$ cat src/rtl/proc_pkg.sv
// rtl/proc_pkg.sv - opcodes, ALU selects, FSM encoding and instruction field helpers
package proc_pkg;

    localparam logic [1:0] OP_LDI = 2'b00;
    localparam logic [1:0] OP_STR = 2'b01;
    localparam logic [1:0] OP_MOV = 2'b10;
    localparam logic [1:0] OP_ALU = 2'b11;

    localparam logic [2:0] ALU_ADD = 3'd0;
    localparam logic [2:0] ALU_SUB = 3'd1;
    localparam logic [2:0] ALU_AND = 3'd2;
    localparam logic [2:0] ALU_OR  = 3'd3;
    localparam logic [2:0] ALU_XOR = 3'd4;
    localparam logic [2:0] ALU_SHL = 3'd5;
    localparam logic [2:0] ALU_SHR = 3'd6;
    localparam logic [2:0] ALU_NOT = 3'd7;

    typedef enum logic [1:0] {
        ST_IDLE = 2'd0,
        ST_EXEC = 2'd1,
        ST_WB   = 2'd2
    } state_e;

    // Instruction words are zero-extended to this width so the helpers can
    // serve any DATA_W/REG_AW combination; callers cast the result down.
    localparam int MAX_INSTR_W = 64;
    typedef logic [MAX_INSTR_W-1:0] instr_word_t;

    function automatic logic [1:0] instr_op(input instr_word_t instr, input int instr_w);
        instr_word_t t;
        t = instr >> (instr_w - 2);
        return t[1:0];
    endfunction

    function automatic instr_word_t instr_rx(input instr_word_t instr, input int data_w,
                                             input int reg_aw);
        return (instr >> data_w) & ((64'd1 << reg_aw) - 64'd1);
    endfunction

    function automatic instr_word_t instr_pl(input instr_word_t instr, input int data_w);
        return instr & ((64'd1 << data_w) - 64'd1);
    endfunction

endpackage

$ cat src/rtl/step_button_conditioner.sv
// rtl/step_button_conditioner.sv - synchronise and debounce the step button into a press pulse
// Ports:
//   Clock        in   system clock
//   Reset        in   async active-low reset
//   button_n_i   in   raw button, active-low, idles high
//   step_pulse_o out  one-cycle pulse when the accepted level falls
module step_button_conditioner #(
    parameter int DEBOUNCE_CYC = 4
) (
    input  logic Clock,
    input  logic Reset,
    input  logic button_n_i,
    output logic step_pulse_o
);

    localparam int CW = $clog2(DEBOUNCE_CYC + 1);

    logic          sync1_q;
    logic          sync2_q;
    logic          level_q;
    logic [CW-1:0] cnt_q;
    logic          pulse_q;

    always_ff @(posedge Clock or negedge Reset) begin
        if (!Reset) begin
            sync1_q <= 1'b1;
            sync2_q <= 1'b1;
            level_q <= 1'b1;
            cnt_q   <= '0;
            pulse_q <= 1'b0;
        end else begin
            sync1_q <= button_n_i;
            sync2_q <= sync1_q;
            pulse_q <= 1'b0;
            if (sync2_q == level_q) begin
                cnt_q <= '0;
            end else if (cnt_q == CW'(DEBOUNCE_CYC - 1)) begin
                // This is the DEBOUNCE_CYC-th differing sample in a row.
                level_q <= sync2_q;
                cnt_q   <= '0;
                pulse_q <= ~sync2_q;
            end else begin
                cnt_q <= cnt_q + CW'(1);
            end
        end
    end

    assign step_pulse_o = pulse_q;

endmodule

$ cat src/rtl/param_step_processor.sv
// rtl/param_step_processor.sv - switch-programmed step processor with ALU flags and run mode
// Ports:
//   Clock, Reset         system clock, async active-low reset
//   SingleStep           1 = step on button press, 0 = trigger every RUN_PERIOD clocks
//   ButtonForSingleStep  raw step button, active-low
//   OpCode               instruction word {op, rx, payload}
//   StoreLights          value written by the last STR
//   Busy, Zero, Carry    in-flight indicator and ALU flags
//   InstrCount           retired instruction count, wraps
module param_step_processor
    import proc_pkg::*;
#(
    parameter int DATA_W       = 8,
    parameter int REG_AW       = 2,
    parameter int DEBOUNCE_CYC = 4,
    parameter int RUN_PERIOD   = 8,
    parameter int CNT_W        = 8
) (
    input  logic                       Clock,
    input  logic                       Reset,
    input  logic                       SingleStep,
    input  logic                       ButtonForSingleStep,
    input  logic [2+REG_AW+DATA_W-1:0] OpCode,
    output logic [DATA_W-1:0]          StoreLights,
    output logic                       Busy,
    output logic                       Zero,
    output logic                       Carry,
    output logic [CNT_W-1:0]           InstrCount
);

    localparam int INSTR_W  = 2 + REG_AW + DATA_W;
    localparam int NUM_REGS = 1 << REG_AW;
    localparam int RUN_W    = $clog2(RUN_PERIOD);

    state_e              state_q;
    logic                busy_q;
    logic [INSTR_W-1:0]  ir_q;
    logic [DATA_W-1:0]   regs_q [NUM_REGS];
    logic [DATA_W-1:0]   result_q;
    logic                zero_stage_q;
    logic                carry_stage_q;
    logic [DATA_W-1:0]   store_q;
    logic                zero_q;
    logic                carry_q;
    logic [CNT_W-1:0]    cnt_q;
    logic [RUN_W-1:0]    run_cnt_q;

    logic                step_pulse;
    logic                trigger;
    logic [1:0]          op;
    logic [REG_AW-1:0]   rx;
    logic [DATA_W-1:0]   pl;
    logic [DATA_W-1:0]   opnd_a;
    logic [DATA_W-1:0]   opnd_b;
    logic [DATA_W:0]     alu_wide;
    logic [DATA_W-1:0]   result_d;
    logic                zero_d;
    logic                carry_d;

    step_button_conditioner #(
        .DEBOUNCE_CYC(DEBOUNCE_CYC)
    ) u_button (
        .Clock       (Clock),
        .Reset       (Reset),
        .button_n_i  (ButtonForSingleStep),
        .step_pulse_o(step_pulse)
    );

    // Run counter sits at 0 in single-step mode, so the first run-mode
    // trigger comes a full RUN_PERIOD after the mode switch.
    always_ff @(posedge Clock or negedge Reset) begin
        if (!Reset) begin
            run_cnt_q <= '0;
        end else if (SingleStep || run_cnt_q == RUN_W'(RUN_PERIOD - 1)) begin
            run_cnt_q <= '0;
        end else begin
            run_cnt_q <= run_cnt_q + RUN_W'(1);
        end
    end

    assign trigger = SingleStep ? step_pulse : (run_cnt_q == RUN_W'(RUN_PERIOD - 1));

    assign op = instr_op({{(MAX_INSTR_W-INSTR_W){1'b0}}, ir_q}, INSTR_W);
    assign rx = REG_AW'(instr_rx({{(MAX_INSTR_W-INSTR_W){1'b0}}, ir_q}, DATA_W, REG_AW));
    assign pl = DATA_W'(instr_pl({{(MAX_INSTR_W-INSTR_W){1'b0}}, ir_q}, DATA_W));

    // Carry lives in alu_wide[DATA_W]; SUB borrow falls out of the wrap.
    always_comb begin
        opnd_a   = regs_q[rx];
        opnd_b   = regs_q[pl[REG_AW+2:3]];
        alu_wide = '0;
        case (pl[2:0])
            ALU_ADD: alu_wide = {1'b0, opnd_a} + {1'b0, opnd_b};
            ALU_SUB: alu_wide = {1'b0, opnd_a} - {1'b0, opnd_b};
            ALU_AND: alu_wide = {1'b0, opnd_a & opnd_b};
            ALU_OR:  alu_wide = {1'b0, opnd_a | opnd_b};
            ALU_XOR: alu_wide = {1'b0, opnd_a ^ opnd_b};
            ALU_SHL: alu_wide = {opnd_a, 1'b0};
            ALU_SHR: alu_wide = {opnd_a[0], 1'b0, opnd_a[DATA_W-1:1]};
            default: alu_wide = {1'b0, ~opnd_a};
        endcase
        zero_d  = (alu_wide[DATA_W-1:0] == '0);
        carry_d = alu_wide[DATA_W];
        case (op)
            OP_LDI:  result_d = pl;
            OP_STR:  result_d = opnd_a;
            OP_MOV:  result_d = regs_q[pl[REG_AW-1:0]];
            default: result_d = alu_wide[DATA_W-1:0];
        endcase
    end

    always_ff @(posedge Clock or negedge Reset) begin
        if (!Reset) begin
            state_q       <= ST_IDLE;
            busy_q        <= 1'b0;
            ir_q          <= '0;
            result_q      <= '0;
            zero_stage_q  <= 1'b0;
            carry_stage_q <= 1'b0;
            store_q       <= '0;
            zero_q        <= 1'b0;
            carry_q       <= 1'b0;
            cnt_q         <= '0;
            for (int i = 0; i < NUM_REGS; i++) begin
                regs_q[i] <= '0;
            end
        end else begin
            case (state_q)
                ST_IDLE: begin
                    if (trigger) begin
                        ir_q    <= OpCode;
                        state_q <= ST_EXEC;
                        busy_q  <= 1'b1;
                    end
                end
                ST_EXEC: begin
                    result_q      <= result_d;
                    zero_stage_q  <= zero_d;
                    carry_stage_q <= carry_d;
                    state_q       <= ST_WB;
                end
                ST_WB: begin
                    if (op == OP_STR) begin
                        store_q <= result_q;
                    end else begin
                        regs_q[rx] <= result_q;
                    end
                    if (op == OP_ALU) begin
                        zero_q  <= zero_stage_q;
                        carry_q <= carry_stage_q;
                    end
                    cnt_q   <= cnt_q + CNT_W'(1);
                    state_q <= ST_IDLE;
                    busy_q  <= 1'b0;
                end
                default: begin
                    state_q <= ST_IDLE;
                    busy_q  <= 1'b0;
                end
            endcase
        end
    end

    assign StoreLights = store_q;
    assign Busy        = busy_q;
    assign Zero        = zero_q;
    assign Carry       = carry_q;
    assign InstrCount  = cnt_q;

endmodule
$ cat config.mk
export PLATFORM = sky130hd
export DESIGN_NAME = param_step_processor
export DESIGN_NICKNAME = d
export VERILOG_FILES = /design/src/rtl/proc_pkg.sv /design/src/rtl/step_button_conditioner.sv /design/src/rtl/param_step_processor.sv
export SDC_FILE = /design/constraint.sdc
export NUM_CORES = 1
export LEC_CHECK = 0
export CORE_MARGIN = 3
export CORE_UTILIZATION = 44
export DETAILED_ROUTE_END_ITERATION = 8
export GPL_TIMING_DRIVEN = 0
export PLACE_DENSITY = 0.71
export SYNTH_ARGS = -nofsm -noshare
export SYNTH_HDL_FRONTEND = slang
export SYNTH_SLANG_ARGS = --single-unit
export TNS_END_PERCENT = 10
$ cat constraint.sdc
create_clock -name Clock -period 9.87 [get_ports Clock]
set_input_delay 2.4675 -clock Clock [delete_from_list [all_inputs] [get_ports Clock]]
set_output_delay 2.4675 -clock Clock [all_outputs]
set_load 0.005 [all_outputs]
-- Word-level counts from Yosys, hierarchy flattened
Cells that the tools add are included.
Widths: inputs -> output; s select.
- flip-flop bits (word level): 85
- bits of input ports: 16
- output and inout port bits: 19
- $add $sub $neg: 5
- $lt $le $gt $ge: 4
- eq/ne operators: 15
- mux-type cells: 24
- bitwise logic cells: 11
- reductions and logical operators: 12
- operators with widths (cell ; number):
    $pmux 9 s7 ; 1
    $mux 8 ; 7
    $bmux 8 s2 ; 3
    $bwmux 32 ; 1
    $pmux 8 s3 ; 1
    $demux 8 s2 ; 1
    $eq 3x3->1 const B ; 4
    $reduce_and 2->1 ; 6
    $add 8x8->9 ; 1
    $eq 3x2->1 const B ; 3
    $ge 3x3->1 const B ; 3
    $mux 3 ; 3
    $not 2->3 ; 3
    $sub 8x8->9 ; 1
    $add 8x1->8 const B ; 1
    $and 8x8->8 ; 1
    $logic_not 8->1 ; 1
    $not 8->8 ; 1
    $or 8x8->8 ; 1
    $xor 8x8->8 ; 1
    $add 3x1->3 const B ; 2
    $eq 2x2->1 const B ; 3
    $eq 2x1->1 const B ; 2
    $logic_not 2->1 ; 2
    other kinds (12) ; 18

-- Logic depth before layout (Yosys ltp)
- depth in word-level cells: 7
- mapped depth: 15

-- By module
A second synthesis with hierarchy kept.
- cells, all modules: 496
- area total of the unflattened synthesis: 5371.4 um^2
- modules (own cells, without submodules) (module ; instances ; cells each ; area an instance (um^2) ; seq. area each (um^2)):
    param_step_processor ; 1 ; 481 ; 5106.1 ; 1951.9
    step_button_conditioner ; 1 ; 15 ; 265.3 ; 178.9

-- Worst setup path after synthesis
No wires, ideal clock.
- path kind: flip-flop to flip-flop
- from: reg ir_q[0]
- to: reg zero_stage_q
- setup time: 103 ps
- arrival time: 3606 ps
- setup slack: 6160 ps
- stages on the path, launching flop included: 15
- cells stage by stage: dfrtp_1 clkbuf_1 clkbuf_1 buf_2 and2_1 clkbuf_1 mux2i_1 fa_1 a211oi_1 o21ai_0 a21o_1 nand3_1 a32o_1 or4b_1 o41ai_2
- longest elaborated chain between the ends: 3
- ends and longest elaborated chain (item ; RTL line ; text):
    start, declared ; param_step_processor.sv:37 ; logic [INSTR_W-1:0] ir_q;
    start signal, assigned ; param_step_processor.sv:131 ; ir_q <= OpCode;
    $eq 3x3->1, or another cell as far along ; param_step_processor.sv:92 ; case (pl[2:0])
    $pmux 9 s7 (*) ; param_step_processor.sv:92 ;
    $logic_not 8->1 (*) ; param_step_processor.sv:102 ; zero_d = (alu_wide[DATA_W-1:0] == '0);
    end signal, assigned ; param_step_processor.sv:138 ; zero_stage_q <= zero_d;
    end, declared ; param_step_processor.sv:40 ; logic zero_stage_q;
Mark *: on every way between the ends. The rest lies on a longest branch, timed or not.
A chain may end at the register's enable or synchronous reset.

-- Final worst setup path
Same ends and word-level chain as after synthesis.

==> flow_summary_export.csv <==
group,metric,value,unit
run_status,status,"completed",
worst_setup_path,crit_family,"buffers and inverters",
yosys,synth-seq-cells,85,
final_layout,final_nets,585,
global_routing,antenna_found_initial,0,
global_routing,grt_pass1_vias,4244,
routing,wl_per_cell,19.4,µm
sta,report.final.slew_viol_count,0,
sta,tightest_slew,0.904,ns
routing,drtAntennaViolNets,0,
power,leakage,0.00273,µW
final_layout,diodes,0,
power,p_total,1180,µW
yosys,synth_compound_area_share,11.3,%
sta,finalHoldViolations,0,
yosys,syn_area_per_cell,10.8,µm²
routing,drtIter0Drc,362,
sta,holdWs,0.357,ns
global_routing,grt_pass1_wl,22.4,mm
power,p_per_area,192,mW/mm²
die,rows,39,
yosys,syn_inst,493,
sta,fin_ws,5.32,ns
worst_setup_path,critPathRequiredTime,10.11,ns
die,io_pins,35,
yosys,synth.most_common_cell,"dfrtp_1",
worst_setup_path,cp.arrival,4.79,ns
yosys,synth_area,0.00532,mm²
sta,setup-tns-final,0,ns
yosys,synthAdderAreaFrac,7.20,%
clock_tree,post-cts-setup-buffers,0,
placed_design,port_buffers,34,
clock_tree,cts.sinks,85,
die,dieArea,0.0134,mm²
die,fp.dieH,116,µm
die,die_w,116,µm
clock_tree,holdBufCountCts,0,
global_routing,overflow,0,
final_layout,drive_above_1_share,18.6,%
global_routing,grt_max_degree,55,
placed_design,hpwl,9.77,mm
yosys,synth-xor-area-share,2.80,%
routing,viasPerCell,6.04,
routing,wirelength,13.3,mm
sta,rsz0062_at_grt,"no",
yosys,yosysWarnings,0,
clock_tree,cts-root-buf,"clkbuf_16",
global_routing,gr-usage-all-layers,21.2,%
worst_setup_path,cp_cell_sequence,"clkbuf_1 -> clkbuf_1 -> buf_2 -> and2_1 -> clkbuf_1 -> mux2i_1 -> fa_1 -> a211oi_1 -> o21ai_0 -> a21o_1 -> nand3_1 -> a32o_1 -> or4b_1 -> o41ai_2",
yosys,synth.area.mux_share,21.9,%
worst_setup_path,worst-setup-path-type,"flop to flop",
placed_design,routabilityCongestion,0.910,
placed_design,placed_area,0.00586,mm²
sta,clock_skew,0.00586,ns
worst_setup_path,worstSetupEndpointType,"flop",
clock_tree,ctsResizeCount,0,
final_layout,area_growth,15.6,%
clock_tree,clk_latency,0.34,ns
sta,period_minus_slack,4.55,ns
worst_setup_path,cp_max_fo,10,
clock_tree,numCtsBuffers,9,
yosys,synth_top_family_by_area,"multiplexers",
worst_hold_path,hold_class,"flop to flop",
worst_setup_path,crit_path_max_incr_delay,0.49,ns
placed_design,place_ws,5.35,ns
worst_setup_path,cp_common_cell,"clkbuf_1",
final_layout,finalInstanceArea,0.00615,mm²
worst_setup_path,crit_path_start_kind,"flop",
routing,post-route-drc-count,0,
yosys,ys_top_cells_by_count,"dfrtp_1 (82), nand2_1 (59), mux2_2 (46)",
yosys,yosys.area_share.simple,12.9,%
yosys,ys.flop_type,"dfrtp_1",
die,start_util,45.8,%
power,vdd_drop_max,0.0000991,V
routing,drt_pass1_iterations,5,
yosys,synth_nets,539,
run,drv_cap,0,
yosys,ys_seq_area_share,40.1,%
sta,slew_headroom,39.5,%
yosys,synth_top_area_share,38.6,%
worst_setup_path,crit_slowest_cell,"clkbuf_1",
yosys,synth.distinct_cells,60,
yosys,synth_edf_count,0,
yosys,synth_area_leaders,"dfrtp_1 (39%), mux2_2 (9.7%), mux4_2 (9.3%), ha_1 (6.8%), nand2_1 (4.2%)",
sta,setup_viol,0,
routing,vias,4152,
clock_tree,clk_path_buf_depth,2,
yosys,synthArstFlopShare,100,%
clock_tree,cts.clk_slew.worst_paths,0.07,ns
yosys,post-synth-top-area-cell,"dfrtp_1",
die,core_area,0.0116,mm²
clock_tree,cts_max_level,3,
sta,post-route-period-util,46.1,%
sta,fmax,220,MHz
clock_tree,cts_tree,"yes",
worst_setup_path,crit_buf_inv,4,
cell usage in the layout, fill, tap and decap left out, types with 4 or more instances in the layout:
cell type	count
a21o_1	7
a21oi_1	17
a22o_1	6
a31oi_1	10
buf_1	4
clkbuf_1	18
clkbuf_16	9
clkdlybuf4s50_1	33
dfrtp_1	82
ha_1	29
inv_1	21
mux2_2	46
mux2i_1	15
mux4_2	22
nand2_1	59
nand2b_1	4
nand3_1	14
nand3b_1	4
nor2_1	23
nor2b_1	13
nor3_1	4
nor3b_1	4
o21ai_0	11
o22ai_1	5
xnor2_1	14
stage by stage:
stage / instances / utilization (%)
floorplan: 493 / -
global placement: 670 / 50.3
detailed placement: 671 / 50.5
CTS: 687 / 52.9
global route: 687 / 52.9
finish: 687 / 52.9
layout make-up:
type,count,area [µm²]
Buffer,27,120
Clock buffer,9,225
Clock inverter,7,58.8
Fill cell,1007,5470
Inverter,23,86.3
Multi-Input combinational cell,358,2980
Sequential cell,85,2130
Tap cell,143,179
Timing Repair Buffer,35,365
kinds of logic after synthesis:
group / Yosys count
and+or+nand+nor: 142
AOI/OAI and AO/OA: 86
DFF: 85
muxes: 83
buffers and inverters: 50
adders and majority gates: 30
xor gates and xnor gates: 17
where the power goes:
| part | internal [µW] | switching (µW) | leakage [µW] |
|---|---|---|---|
| Sequential | 389 | 40.3 | 0.00115 |
| Clock | 174 | 150 | 0.000138 |
| Combinational | 179 | 250 | 0.00144 |
state kept, by name (all words and copies together) (netlist names), 2 cells and up:
| register | flops |
|---|---|
| state_q | 2 |
| InstrCount | 8 |
| u_button.cnt_q | 3 |
| result_q | 8 |
| run_cnt_q | 3 |
| StoreLights | 8 |
| regs_q | 32 |
| ir_q | 12 |
worst register-to-register path, stage by stage, from the launching register on:
cell      delay (ns)
dfrtp_1         0.32
clkbuf_1        0.30
clkbuf_1        0.50
buf_2           0.38
and2_1          0.17
clkbuf_1        0.29
mux2i_1         0.19
fa_1            0.46
a211oi_1        0.39
o21ai_0         0.26
a21o_1          0.21
nand3_1         0.11
a32o_1          0.22
or4b_1          0.46
o41ai_2         0.20
path summary, 6_finish.rpt:
check | startpoint | end | slack [ns] | cells past startpoint
setup / recovery | ir_q[0]$_DFFE_PN0P_ | zero_stage_q$_DFFE_PN0N_ | 5.32 | 14
setup reg to reg | ir_q[0]$_DFFE_PN0P_ | zero_stage_q$_DFFE_PN0N_ | 5.32 | 14
min in group asynchronous | Reset | InstrCount[2]$_DFFE_PN0P_ | 2.06 | 1
hold reg to reg | u_button.sync1_q$_DFF_PN1_ | u_button.sync2_q$_DFF_PN1_ | 0.36 | 0
max in group asynchronous | Reset | u_button.sync1_q$_DFF_PN1_ | 7.17 | 2
hold / removal | u_button.sync1_q$_DFF_PN1_ | u_button.sync2_q$_DFF_PN1_ | 0.36 | 0
routing by layer:
layer | track usage [%] | share of wire, %
met2 | 34.7 | 49
met4 | 8.04 | 3.1
met1 | 28.7 | 44
met5 | 0 | 0
met3 | 3.13 | 4.1
Note: power is estimated with default switching activity, not from simulation.
==> variant 1: new RTL, same flow settings <==
Put one more register stage on the output `StoreLights`, with the module's reset. The value now appears one clock later. The other outputs are not delayed to match.
--- a/src/rtl/param_step_processor.sv
+++ b/src/rtl/param_step_processor.sv
@@ -162,5 +162,11 @@
     end
 
-    assign StoreLights = store_q;
+    always_ff @(posedge Clock or negedge Reset) begin
+        if (!Reset) begin
+            StoreLights <= '0;
+        end else begin
+            StoreLights <= store_q;
+        end
+    end
     assign Busy        = busy_q;
     assign Zero        = zero_q;
Check against the original RTL: no difference found for any inputs over 10 cycles, from zero or initial values and one cycle with Reset low; that may be too few to reach the edited logic, so the function may still have changed.
==> variant 1 against the original RTL <==
- final area increased by 2.7%
- wire length is 4.2% lower
- die area up 2.3%
- count of clock-buffer cells in the layout grew 1
- core utilization is 0.61 points lower
- setup slack got worse by 0.042 ns
- power rose by 11%
- synthesized area rose by 2.5%
- sequential cell count rose by 8
- clock power is essentially flat
- critical path type unchanged
==> variant 1: results (changes against the original RTL) <==
* Fin nets at 574 (-1.9%)
* Pin count of the biggest net entering global routing at 65 (+18%)
* Run status: finished, final reports clean
* Dominant cells by area after synthesis: dfrtp_1 (41%), mux2_2 (9.7%), mux4_2 (9.5%)
* Slew @ Worst Pin at 1.31 ns (+0.409 ns)
* DRT Wirelength at 12,800 um (-4.2%)
* Post-synthesis xor/xnor area fraction at 0.0273 (-0.000674)
* Fill count at 1,056 (+4.9%)
* Seq/Total Area, Yosys at 0.428 (+0.0271)
* Post-synthesis cell area at 5450 sq um (+2.5%)
* Arrival @ worst endpoint at 4.81 ns (+0.02 ns)
* Final Skew at 0.0102 ns (+0.00436 ns)
* Total iterations of the first detailed-routing run at 7 (+2)
* Endpoint of the worst register-to-register path: result_q[7]
* Adder-cell share of the synthesized area at 0.0702 (-0.00173)
* Multiplexer share of the synthesized area at 0.215 (-0.00412)
* Post-Synthesis Net Count at 528 (-2.0%)
* Vias in the first global route at 4,116 (-3.0%)
* Compound-Gate Fraction of Synth Area at 0.103 (-0.0101)
* Via/cell ratio at 5.73 (-5.2%)
* Share of layout cells above drive strength 1 at 0.189 (+0.00383)
* Worst vdd ir at 111 uV (+12%)
* First-pass GRT wire length at 21,400 um (-4.3%)
* DP Wirelength at 9580 um (-1.9%)
* CP peak stage delay at 0.54 ns (+0.05 ns)
* GRT Resource Usage Total at 0.192 (-0.0205)
* DR iter-0 viols at 385 (+6.4%)
variant 1: worst max-delay path by stage:
| stage | depth (start not counted) | end | from | slack [ns] |
|---|---|---|---|---|
| after detailed placement | 14 | result_q[7] | ir_q[0] | 5.36 |
| after floorplan | 13 | result_q[6] | ir_q[3] | 6.29 |
| after global placement | 1 | ir_q[2] | Reset | 3.10 |
| final | 14 | result_q[7] | ir_q[0] | 5.28 |
| after CTS | 14 | result_q[7] | ir_q[0] | 5.32 |
| after global routing | 14 | result_q[7] | ir_q[0] | 4.86 |
variant 1: layout make-up:
cell class                 count  area [sq um]  area share
multi-input combinational    338          2920       0.462
sequential                    93          2330       0.369
timing repair buffer          35           365      0.0579
clock buffer                  10           239      0.0379
tap                          168           210      0.0333
inverter                      28           105      0.0167
buffer                        23          98.8      0.0157
clock inverter                 6          46.3     0.00733
variant 1: where the power goes:
group          total [uW]  internal [uW]  switching, uW
Combinational         514            215            299
Clock                 323            179            144
Sequential            481            431           49.6
variant 1: cells by family (layout without fill, tap and decap cells):
kind of cell,count (synthesis),after routing
xor gates and xnor gates,17,17
DFF,93,93
and+or+nand+nor,132,132
AOI/OAI and AO/OA,80,80
buffers and inverters,51,102
adders and majority gates,30,30
muxes,79,79
variant 1: stage by stage:
stage	std cells	total power (uW)	hold WS, ns	util	area [sq um]
finish	701	1320	0.358	0.523	6310
CTS	701	1320	0.362	0.523	6310
floorplan	482	848	0.345	-	5450
global route	701	1410	0.367	0.523	6310
detailed placement	685	995	0.352	0.500	6030
global placement	684	980	0.346	0.498	6000
variant 1: layer usage:
metal | GRT usage | up-vias | share of wire
met5 | 0 | - | 0
met4 | 0.0623 | 0 | 0.015
met3 | 0.0342 | 14 | 0.060
met2 | 0.321 | 140 | 0.50
met1 | 0.254 | 2011 | 0.43
li1 | - | 1852 | -
==> variant 2: new RTL, config.mk and constraints unchanged <==
Without the edit above. `DATA_W`: 8 -> 7.
--- a/src/rtl/param_step_processor.sv
+++ b/src/rtl/param_step_processor.sv
@@ -11,5 +11,5 @@
     import proc_pkg::*;
 #(
-    parameter int DATA_W       = 8,
+    parameter int DATA_W       = 7,
     parameter int REG_AW       = 2,
     parameter int DEBOUNCE_CYC = 4,
Interface: changed (resized OpCode and StoreLights); port bits go from 35 to 33. No check against the original RTL was run, so the function may have changed too.
==> variant 2 against the original RTL <==
- wire length is 12% lower
- setup slack better by 0.37 ns
- register-to-register slack better by 0.65 ns
- synthesized area is 9.3% lower
- cell count is 8.9% lower
- power is 21% lower
- sequential cell count is 7 lower
- final area is 10% lower
- critical path type is now in -> reg
- critical endpoint is now ir_q[10]
- largest cell class unchanged
==> variant 2: results (changes against the original RTL) <==
* Run status: finished, final reports clean
* Seq/Total Area, Yosys at 0.405 (+0.00493)
* Share of layout cells above drive strength 1 at 0.208 (+0.0225)
* Met2 usage at 0.320 (-0.0276)
* Routed length per instance at 18.7 um (-3.3%)
* Fin crit period at 4.17 ns (-0.373 ns)
* Dpl ws at 5.31 ns (-0.0375 ns)
* Met1 Usage GRT at 0.269 (-0.0182)
* Gpl congestion at 0.933 (+2.5%)
* Met3 usage at 0.0409 (+0.00961)
* Sequential Power at 378 uW (-12%)
* Fill count at 912 (-9.4%)
* GRT Resource Usage Total at 0.199 (-0.0129)
* Number of flip-flops under the largest register name at 28 (-13%)
* Pin count of the biggest net entering global routing at 47 (-15%)
* R2R depth at 11 (-3)
* Endpoint of the worst register-to-register path: result_q[6]
* Final Skew at 0.0109 ns (+0.00503 ns)
* Post-Synthesis Net Count at 483 (-10%)
* Fin nets at 527 (-9.9%)
* Sequential share of power at 0.405 (+0.042)
* Clock Root Buffer: clkbuf_8
* Crit path to: ir_q[10]
* Arrival @ worst endpoint at 4.46 ns (-0.33 ns)
* Slowest-stage cell, CP: clkdlybuf4s50_1
* Worst R2R Start: ir_q[1]
* Clock share of power at 0.241 (-0.033)
* Worst vdd ir at 96.8 uV (-2.3%)
* I/O Buffers at 32 (-5.9%)
* Placed inst area at 5330 sq um (-9.1%)
* DP Wirelength at 8740 um (-11%)
* Critical Path Start: SingleStep
* Slew @ Worst Pin at 0.794 ns (-0.110 ns)
* Post-synth cell types at 61 (+1.7%)
* Dominant cells by area after synthesis: dfrtp_1 (39%), mux2_2 (11%), ha_1 (6.7%)
* Synthesized area per cell at 10.9 sq um (+1.4%)
* R2R Setup Slk at 5.97 ns (+0.65 ns)
* Met3 Routed Length at 554 um (+2.0%)
* Vias in the first global route at 3,803 (-10%)
* First-pass GRT wire length at 19,600 um (-13%)
* Via count at 3,654 (-12%)
variant 2: changes by cell type after synthesis, sizes merged, moves of 4 or more:
cell | before | now
a31oi | 10 | 2
dfrtp | 82 | 75
and3 | 2 | 6
a22o | 6 | 2
mux4 | 22 | 14
nor2b | 13 | 9
buf | 9 | 16
nand3 | 14 | 7
nor2 | 23 | 13
clkbuf | 18 | 7
nand2 | 59 | 53
variant 2: area by class of cell:
class                      instances  area share
sequential                        78       0.355
buffer                            23      0.0227
clock buffer                      12      0.0281
clock inverter                     4     0.00544
timing repair buffer              33      0.0612
tap                              136      0.0308
inverter                          23      0.0156
multi-input combinational        317       0.482
variant 2: cells by family after synthesis:
group           Yosys count  synth area share
simple gates            122             0.129
fa+ha+maj                27            0.0716
mux                      78             0.211
flops                    78             0.405
buf+inv                  46            0.0438
compound gates           75             0.112
xor+xnor                 15            0.0272
